`config.mk`:
```
export PLATFORM = sky130hd
export DESIGN_NAME = uart_tx_fifo
export DESIGN_NICKNAME = d
export VERILOG_FILES = /design/src/rtl/uart_tx_fifo.sv
export SDC_FILE = /design/constraint.sdc
export NUM_CORES = 1
export LEC_CHECK = 0
export CORE_ASPECT_RATIO = 1.75
export CORE_MARGIN = 2
export CORE_UTILIZATION = 35
export CTS_CLUSTER_SIZE = 14
export DETAILED_ROUTE_END_ITERATION = 16
export PLACE_DENSITY_LB_ADDON = 0.05
export SETUP_SLACK_MARGIN = 0.15
export SKIP_LAST_GASP = 1
export SLEW_MARGIN = 15
export SYNTH_ARGS = -nofsm -noshare
export SYNTH_HDL_FRONTEND = slang
export SYNTH_SLANG_ARGS = --single-unit
```
`constraint.sdc`:
```
create_clock -name clk -period 4.8 [get_ports clk]
set_input_delay 0.96 -clock clk [delete_from_list [all_inputs] [get_ports clk]]
set_output_delay 0.96 -clock clk [all_outputs]
set_load 0.03 [all_outputs]
```
`src/rtl/uart_tx_fifo.sv`:
```
// Transmit FIFO between the MMIO UART TX register and the uart core.
// Buffers CPU bytes and hands them off one at a time with a tx_ena pulse gated by tx_busy.
module uart_tx_fifo #(
  parameter int unsigned DATA_WIDTH   = 8,
  parameter int unsigned ADDR_BITS    = 4,
  parameter int unsigned BUSY_TIMEOUT = 32
) (
  input  logic                  clk,
  input  logic                  resetn,
  input  logic                  clear,
  input  logic                  wr_en,
  input  logic [DATA_WIDTH-1:0] wr_data,
  output logic                  full,
  output logic                  empty,
  output logic [ADDR_BITS:0]    level,
  output logic                  overflow,
  output logic                  idle,
  output logic                  tx_ena,
  output logic [DATA_WIDTH-1:0] tx_data,
  input  logic                  tx_busy
);

  localparam int unsigned Depth = 2 ** ADDR_BITS;
  localparam logic [ADDR_BITS:0] DepthCnt = (ADDR_BITS + 1)'(Depth);
  localparam logic [ADDR_BITS:0] CntOne = (ADDR_BITS + 1)'(1);
  localparam logic [ADDR_BITS-1:0] PtrOne = (ADDR_BITS)'(1);
  localparam logic [7:0] TmoLast = 8'(BUSY_TIMEOUT - 1);

  typedef enum logic [1:0] {StIdle, StStart, StWaitBusy, StWaitDone} state_e;

  state_e                  state_q, state_d;
  logic [7:0]              tmo_q, tmo_d;
  logic [ADDR_BITS:0]      count_q, count_d;
  logic [ADDR_BITS-1:0]    wr_ptr_q, rd_ptr_q;
  logic                    overflow_q;
  logic [DATA_WIDTH-1:0]   tx_data_q;
  logic [DATA_WIDTH-1:0]   mem_q [Depth];
  logic                    push, drop, pop;

  assign full     = (count_q == DepthCnt);
  assign empty    = (count_q == '0);
  assign level    = count_q;
  assign overflow = overflow_q;
  assign idle     = empty && (state_q == StIdle);
  assign tx_data  = tx_data_q;

  // Fullness is judged on the pre-edge count, so a same-cycle pop never admits a push.
  assign push = wr_en && !full && !clear;
  assign drop = wr_en && full && !clear;

  always_comb begin
    state_d = state_q;
    tmo_d   = tmo_q;
    pop     = 1'b0;
    tx_ena  = 1'b0;
    unique case (state_q)
      StIdle: begin
        if (!empty && !tx_busy && !clear) begin
          pop     = 1'b1;
          state_d = StStart;
        end
      end
      StStart: begin
        tx_ena  = 1'b1;
        tmo_d   = '0;
        state_d = StWaitBusy;
      end
      StWaitBusy: begin
        if (tx_busy) begin
          state_d = StWaitDone;
        end else if (tmo_q == TmoLast) begin
          state_d = StIdle;
        end else begin
          tmo_d = tmo_q + 8'd1;
        end
      end
      StWaitDone: begin
        if (!tx_busy) state_d = StIdle;
      end
      default: state_d = StIdle;
    endcase
  end

  always_comb begin
    count_d = count_q;
    unique case ({push, pop})
      2'b10:   count_d = count_q + CntOne;
      2'b01:   count_d = count_q - CntOne;
      default: count_d = count_q;
    endcase
  end

  always_ff @(posedge clk) begin
    if (!resetn) begin
      state_q    <= StIdle;
      tmo_q      <= '0;
      count_q    <= '0;
      wr_ptr_q   <= '0;
      rd_ptr_q   <= '0;
      overflow_q <= 1'b0;
      tx_data_q  <= '0;
    end else begin
      state_q <= state_d;
      tmo_q   <= tmo_d;
      // Flushing leaves the FSM alone so a byte already handed off still completes.
      if (clear) begin
        count_q    <= '0;
        wr_ptr_q   <= '0;
        rd_ptr_q   <= '0;
        overflow_q <= 1'b0;
      end else begin
        count_q <= count_d;
        if (push) wr_ptr_q <= wr_ptr_q + PtrOne;
        if (pop) rd_ptr_q <= rd_ptr_q + PtrOne;
        if (drop) overflow_q <= 1'b1;
      end
      if (pop) tx_data_q <= mem_q[rd_ptr_q];
    end
  end

  always_ff @(posedge clk) begin
    if (resetn && push) mem_q[wr_ptr_q] <= wr_data;
  end

endmodule

```
==> flow_summary.toml, run 1 <==
[status]
status = "complete, no violations"

[global_routing]
antenna_found_initial = 0
grt_usage = 0.159
grt_overflow = 0
grt_max_degree = 35
grt_pass1_wl_mm = 22.5
grt_pass1_vias = 3766

[routing]
first_pass_iters = 4
drcViolationCount = 0
via_per_inst = 5.06
ant_nets = 0
wl_mm = 14.5
post_drt_wl_per_cell_um = 20.9
drt_iter0_drc = 217
via_count = 3497

[die]
die_w_um = 107
dieArea_um2 = 19800
initial_utilization = 0.355
rows = 66
io_pins = 31
die_h_um = 185
core_um2 = 18400

[final_layout]
final_util = 0.423
multiInputGateArea_um2 = 1910
fillers = 1673
nets = 464
antenna_cells = 0
regArea_um2 = 4490
syn2layout_area_growth_pct = 19.4
stdcell_count = 691
drive_gt1_frac = 0.201

[setup_path]
crit_required_ns = 5.14
ff2ff_path_depth = 11
crit_path_start_kind = "input pin"
crit_chain = "clkdlybuf4s50_1 -> nor4_1 -> nand2b_1 -> inv_4 -> ha_1 -> inv_1 -> fa_1 -> nor2b_1 -> o21ai_0 -> nor4b_1 -> or3_1 -> a21oi_1"
end_kind = "flip-flop"
crit_slowest_cell = "clkdlybuf4s50_1"
critPathMaxFanout = 10
max_stage_delay_ns = 0.50
cp.arrival_ns = 3.91
path_class = "in -> reg"

[clock_network]
ctsHoldBuffers = 0
cts_resized = 0
clk_latency_ns = 0.42
cts_setup_buffers = 0
htree_levels = 4
cts_buffer_depth = 2
clk_pin_slew_ns = 0.06
root_buffer = "clkbuf_16"
cts_tree = "yes"
cts_buffers = 17
cts.sinks = 160

[sta]
hold_violations = 0
fin_worst_skew_ns = 0.0129
final.period_utilization = 0.744
min_period_ns = 3.57
grt_setup_unrepaired = "false"
max_freq_mhz = 280
setup_violations = 0
final.setup.tns_ns = 0
worst_pin_slew_ns = 0.589
drv_slew = 0
slew-limit-headroom = 0.607

[pwr]
pwr-share-comb = 0.025
ir_worst_vdd_mv = 0.231
swShare = 0.193
internal_power_w = 0.00240
power_frac_seq = 0.506
p_leak_nw = 2.52
p_per_area_nw_per_um2 = 381
p_clk_frac = 0.469
switchingPower_w = 0.000574

[job]
max-cap-violations = 0

[logic_synthesis]
async_flop_share = 0
syn_area_per_cell_um2 = 16.8
ys.flop_type = "edfxtp_1"
synth-edff-count = 128
synthCells = 389
synthesis.area_um2 = 6530
ys_ff_latch = 160
synth.distinct_cells = 50
ys.warnings.count = 0
ys_seq_area_frac = 0.687
syn_nets = 413

[placement]
place_hpwl_mm = 9.66
dp_cells = 659
gp_congestion = 0.758
io_buffers = 30

[min_path]
hp-class = "reg -> reg"
whs_path_depth = 2
layout make-up:
class                           count  area share
Multi-Input combinational cell    199       0.245
Tap cell                          238      0.0382
Inverter                           12     0.00610
Clock inverter                     11      0.0207
Sequential cell                   160       0.575
Clock buffer                       21      0.0565
Timing Repair Buffer               50      0.0578
metal layers:
layer  track usage  part of all wire
met1         0.171              0.38
met2         0.306              0.58
met3        0.0269             0.022
met4        0.0587             0.014
met5             0                 0
stage by stage:
step	area [µm²]	worst slack, ns	total power, W	hold slack (ns)
after detailed placement	7190	0.813	0.00161	0.464
after global routing	7790	0.912	0.00307	0.518
final	7790	1.23	0.00297	0.487
after global placement	7190	0.853	0.00161	0.455
after floorplan	6530	1.79	0.00157	0.467
after CTS	7790	1.25	0.00302	0.479
power groups by stage:
stage | sequential (W) | clock, W | combinational, W
floorplan | 0.00154 | 0 | 0.0000321
global placement | 0.00153 | 0 | 0.0000734
detailed placement | 0.00153 | 0 | 0.0000751
CTS | 0.00150 | 0.00144 | 0.0000754
global route | 0.00150 | 0.00149 | 0.0000805
finish | 0.00150 | 0.00139 | 0.0000729
cells in the final DEF, fill, tap and decap left out, types with 9 or more instances in the layout:
cell type        Yosys  routed
clkdlybuf4s50_1      0      30
buf_4                1      20
mux4_2              32      32
edfxtp_1           128     128
ha_1                10      10
a21oi_1             10      10
mux2i_1             16      16
inv_1               11      11
dfxtp_1             32      31
nor2_1              29      29
clkbuf_16            0      17
nand2_1              9       9
nand3_1             14      14
synthesized netlist by cell type (2+ instances only):
master,n,area share
nand3_1,14,0.011
o21ai_0,6,0.0046
xnor2_1,2,0.0027
ha_1,10,0.019
inv_1,11,0.0063
buf_2,5,0.0038
mux2i_1,16,0.025
nand2_1,9,0.0052
and2_4,2,0.0027
nand2b_1,5,0.0048
mux4_2,32,0.11
edfxtp_1,128,0.59
and3_1,3,0.0029
nor2_1,29,0.017
buf_1,2,0.0012
nor4_1,2,0.0019
nand4_1,3,0.0029
o221ai_1,8,0.011
a21oi_1,10,0.0077
dfxtp_1,32,0.098
nor3_1,6,0.0046
and2_1,2,0.0019
nor3b_1,3,0.0034
clkbuf_1,9,0.0052
o21a_1,4,0.0046
nor2b_1,7,0.0067
xor2_1,6,0.0080
state kept, by name, summed over array words and instances, names as in the netlist:
register  cells
mem_q       128
tmo_q         8
tx_data       8
level         5
rd_ptr_q      4
wr_ptr_q      4
state_q       2
overflow      1
worst paths after layout:
check / startpoint / end / slack, ns
worst max-delay path: tx_busy / level[4]$_SDFFE_PP0P_ / 1.23
worst min-delay path: overflow$_SDFFE_PP0P_ / overflow$_SDFFE_PP0P_ / 0.49
worst min register to register: overflow$_SDFFE_PP0P_ / overflow$_SDFFE_PP0P_ / 0.49
worst max register to register: level[0]$_SDFFE_PP0P_ / level[4]$_SDFFE_PP0P_ / 1.63
logic make-up (layout without fill, tap and decap cells):
group,Yosys count,in the layout,share of synthesized area
compound gates,39,39,0.0445
xor+xnor,8,8,0.0107
fa+ha+maj,11,11,0.0222
buf+inv,30,94,0.0203
flops,160,160,0.687
mux,48,48,0.135
simple gates,93,93,0.0805
worst max-delay path, delay by kind of cell:
kind / cells / cell delay [ns]
and+or+nand+nor: 5 / 1.22
AOI/OAI and AO/OA: 2 / 0.25
buffers and inverters: 3 / 0.83
adders and majority gates: 2 / 0.65
Note: power is estimated with default switching activity, not from simulation.
==> run 2: changes to the inputs <==
==> constraint.sdc (replaced) <==
create_clock -name clk -period 2.86 [get_ports clk]
set_input_delay 0.572 -clock clk [delete_from_list [all_inputs] [get_ports clk]]
set_output_delay 0.572 -clock clk [all_outputs]
set_load 0.03 [all_outputs]
==> flow_summary.toml, run 2 (synthesized netlist as in run 1, its figures left out) <==
[final_layout]
top_register = "mem_q"
fillers = 1650
nets = 477
final_cell_mix = "edfxtp_1 (128), mux4_2 (32), buf_4 (31)"
stdcell_count = 704
syn2layout_area_growth_pct = 22.1
largest_reg_flops = 128
drive_gt1_frac = 0.255
final_common_cell = "edfxtp_1"
antenna_cells = 0

[routing]
wl_mm = 14.0
wl_met3_um = 241
dr.max_layer_used = "met4"
post_drt_wl_per_cell_um = 19.9
ant_nets = 0
drt_iter0_drc = 129
via_per_inst = 4.92
met2_wirelength_mm = 8.13
drt-met1-wl_mm = 5.49
drcViolationCount = 0
via_count = 3463
first_pass_iters = 4

[die]
dieArea_um2 = 19800
die_h_um = 185
initial_utilization = 0.355
io_pins = 31
core_um2 = 18400
rows = 66
die_w_um = 107

[placement]
gp_congestion = 0.760
dp_cells = 670
place_hpwl_mm = 9.60
io_buffers = 30

[setup_path]
crit_chain = "clkdlybuf4s50_1 -> nor4_2 -> nand2b_4 -> inv_4 -> ha_2 -> inv_1 -> fa_1 -> nor2b_2 -> o21ai_2 -> nor4b_4 -> or3_4 -> a21oi_2"
critPathMaxFanout = 2
path_buf_inv = 3
cp.arrival_ns = 3.00
crit_path_start_kind = "input pin"
path_class = "in -> reg"
crit_family = "simple AND/OR/NAND/NOR gates"
max_stage_delay_ns = 0.43
end_kind = "flip-flop"
crit_required_ns = 3.19
crit_slowest_cell = "clkdlybuf4s50_1"

[sta]
setup_violations = 0
hold_violations = 0
final.setup.tns_ns = 0
hold_ws_ns = 0.489
final.period_utilization = 0.933
worst_pin_slew_ns = 0.659
drv_slew = 0
grt_setup_unrepaired = "true"
max_freq_mhz = 375
min_period_ns = 2.67
slew-limit-headroom = 0.561
fin_worst_skew_ns = 0.00749

[clock_network]
cts_tree = "yes"
cts_buffers = 17
clk_latency_ns = 0.41
clk_pin_slew_ns = 0.06
cts.sinks = 160
htree_levels = 4
root_buffer = "clkbuf_16"
cts_buffer_depth = 2

[global_routing]
grt_max_degree = 36
grt_usage = 0.151
grt_overflow = 0
grt_pass1_wl_mm = 21.6
antenna_found_initial = 0
grt_pass1_vias = 3670

[pwr]
p_per_area_nw_per_um2 = 616
ir_worst_vdd_mv = 0.326
power_w = 0.00491
p_leak_nw = 2.61

[job]
max-cap-violations = 0

[min_path]
hp-class = "reg -> reg"

[status]
status = "complete, no violations"
==> run 2: metal layers <==
| metal | global-route usage | vias to the layer above |
|---|---|---|
| li1 | - | 1647 |
| met2 | 0.289 | 40 |
| met5 | 0 | - |
| met4 | 0.0468 | 0 |
| met1 | 0.163 | 1767 |
| met3 | 0.0325 | 9 |
==> run 2: repair_timing <==
| item | 4_1_cts | 5_1_grt |
|---|---|---|
| pin swaps | 1 | 6 |
| hold endpoints to repair | 0 | 0 |
| buffers inserted | 1 | 1 |
| gates resized for setup | 2 | 13 |
| setup endpoints to repair | 2 | 3 |
| hold buffers | 0 | 0 |
| gates cloned | 0 | 0 |
==> run 2: area by class of cell <==
| class | instances | area, µm² | share of cell area |
|---|---|---|---|
| repair buffers | 63 | 574 | 0.0720 |
| well taps | 238 | 298 | 0.0373 |
| multi-input cells | 199 | 1980 | 0.248 |
| flip-flops and latches | 160 | 4490 | 0.564 |
| clock inverters | 10 | 138 | 0.0173 |
| clock buffers | 22 | 444 | 0.0557 |
| inverters | 12 | 47.5 | 0.00596 |
==> run 2: metrics by stage <==
stage / instance area (µm²) / utilization / setup slack [ns]
after floorplan: 6540 / - / 0.181
after global placement: 7310 / 0.397 / -0.134
after detailed placement: 7310 / 0.397 / -0.170
after CTS: 7900 / 0.429 / 0.155
after global routing: 7970 / 0.433 / 0.0975
final: 7970 / 0.433 / 0.193
==> run 2: final timing paths <==
check	from	endpoint	slack, ns	depth (start not counted)
max reg2reg	level[3]$_SDFFE_PP0P_	level[4]$_SDFFE_PP0P_	0.24	12
min	tmo_q[1]$_SDFFE_PN0P_	tmo_q[1]$_SDFFE_PN0P_	0.49	2
min reg2reg	tmo_q[1]$_SDFFE_PN0P_	tmo_q[1]$_SDFFE_PN0P_	0.49	2
max	tx_busy	level[4]$_SDFFE_PP0P_	0.19	12
==> run 2: power by group <==
part	internal [W]	total (W)	switching, W
sequential	0.00252	0.00252	0.00000528
combinational	0.0000541	0.000133	0.0000792
clock	0.00137	0.00226	0.000885
total	0.00394	0.00491	0.000970
==> run 2: worst register-to-register path: cells and delay by family (launching register included) <==
kind	cells	cell delay [ns]
buffers and inverters	2	0.19
DFF	1	0.35
adders and majority gates	2	0.38
and+or+nand+nor	5	1.21
AOI/OAI and AO/OA	3	0.41
==> run 3: changes to the inputs <==
--- a/config.mk
+++ b/config.mk
@@ -12,6 +12,7 @@
 export DETAILED_ROUTE_END_ITERATION = 16
 export PLACE_DENSITY_LB_ADDON = 0.05
 export SETUP_SLACK_MARGIN = 0.15
+export SKIP_CTS_REPAIR_TIMING = 1
 export SKIP_LAST_GASP = 1
 export SLEW_MARGIN = 15
 export SYNTH_ARGS = -nofsm -noshare
==> constraint.sdc (replaced) <==
create_clock -name clk -period 3.3 [get_ports clk]
set_input_delay 0.66 -clock clk [delete_from_list [all_inputs] [get_ports clk]]
set_output_delay 0.66 -clock clk [all_outputs]
set_load 0.03 [all_outputs]
==> flow_summary.toml, run 3 (synthesized netlist as in run 1, its figures left out) <==
[final_layout]
fillers = 1659
nets = 469
final_common_cell = "edfxtp_1"
top_register = "mem_q"
multiInputGateArea_um2 = 1910
syn2layout_area_growth_pct = 20.1
antenna_cells = 0
regArea_um2 = 4490
largest_reg_flops = 128
drive_gt1_frac = 0.216
final_util = 0.426
final_cell_mix = "edfxtp_1 (128), mux4_2 (32), dfxtp_1 (31)"

[min_path]
hp-class = "reg -> reg"
hp-start = "overflow$_SDFFE_PP0P_"

[placement]
gp_congestion = 0.779
io_buffers = 30
place_hpwl_mm = 9.50

[global_routing]
grt_pass1_wl_mm = 22.8
grt_pass1_vias = 3793
antenna_found_initial = 0
grt_overflow = 0
grt_max_degree = 35
grt_usage = 0.161

[routing]
drcViolationCount = 0
post_drt_wl_per_cell_um = 20.9
ant_nets = 0
drt_iter0_drc = 199
wl_mm = 14.6
first_pass_iters = 4
via_per_inst = 5.07
via_count = 3527

[die]
dieArea_um2 = 19800
core_um2 = 18400
rows = 66
die_w_um = 107
initial_utilization = 0.355
die_h_um = 185
io_pins = 31

[clock_network]
cts_buffer_depth = 2
clk_pin_slew_ns = 0.06
cts_tree = "yes"
clk_latency_ns = 0.42
cts.sinks = 160
htree_levels = 4
root_buffer = "clkbuf_16"
cts_buffers = 17

[setup_path]
cp-startpoint = "level[0]$_SDFFE_PP0P_"
critPathMaxFanout = 5
cp.arrival_ns = 2.26
crit_required_ns = 2.64
crit_path_start_kind = "flip-flop"
end_kind = "output port"
path_class = "reg -> out"
r2r-start = "level[0]$_SDFFE_PP0P_"

[status]
status = "complete, no violations"

[job]
max-cap-violations = 0

[sta]
max_freq_mhz = 342
final.setup.tns_ns = 0
fin_worst_skew_ns = 0.00736
slew-limit-headroom = 0.578
hold_ws_ns = 0.474
drv_slew = 0
final.period_utilization = 0.885
worst_pin_slew_ns = 0.631
hold_violations = 0
setup_violations = 0
grt_setup_unrepaired = "false"
min_period_ns = 2.92

[pwr]
p_leak_nw = 2.55
p_per_area_nw_per_um2 = 549
ir_worst_vdd_mv = 0.260
[run 3: cell types whose count changed in the layout (fill, tap and decap cells not counted), moves of 3 or more]
cell,previous run,this run
buf_4,31,25
clkbuf_1,5,2
clkbuf_16,17,20
dfxtp_1,26,31
dfxtp_2,5,1
[run 3: power by group]
group          internal (W)  switching (W)  total (W)
Combinational     0.0000434      0.0000667   0.000110
Clock               0.00120       0.000812    0.00201
Sequential          0.00218     0.00000494    0.00219
[run 3: path summary, 6_finish.rpt]
kind | endpoint | slack (ns) | depth (start not counted)
max | idle | 0.38 | 4
max reg2reg | level[4]$_SDFFE_PP0P_ | 0.55 | 11
min | overflow$_SDFFE_PP0P_ | 0.47 | 2
min reg2reg | overflow$_SDFFE_PP0P_ | 0.47 | 2
[run 3: stage by stage]
step | instances | instance area, µm² | setup WS (ns) | power, W
2_1_floorplan | 389 | 6530 | 0.482 | 0.00228
3_3_place_gp | 664 | 7230 | 0.0959 | 0.00234
3_5_place_dp | 664 | 7230 | 0.0618 | 0.00234
4_1_cts | 696 | 7840 | 0.330 | 0.00436
5_1_grt | 696 | 7840 | 0.208 | 0.00445
6_report | 696 | 7840 | 0.378 | 0.00431
[run 3: cell type report]
cell class,count,area share
well taps,238,0.0380
clock inverters,9,0.0116
flip-flops and latches,160,0.572
repair buffers,55,0.0622
inverters,12,0.00606
multi-input cells,199,0.244
clock buffers,23,0.0665
[run 3: worst max-delay path: stages (launching register included)]
cell,delay [ns]
dfxtp_1,0.37
nor4_4,0.38
and2_4,0.21
nor3b_1,0.18
clkdlybuf4s50_1,0.69
[run 3: layer usage]
layer  up-vias  share of wire  global-route usage
met5         -              0                   0
met1      1814           0.39               0.178
met4         0          0.021              0.0623
met2        64           0.56               0.298
met3        18          0.032              0.0332
li1       1631              -                   -
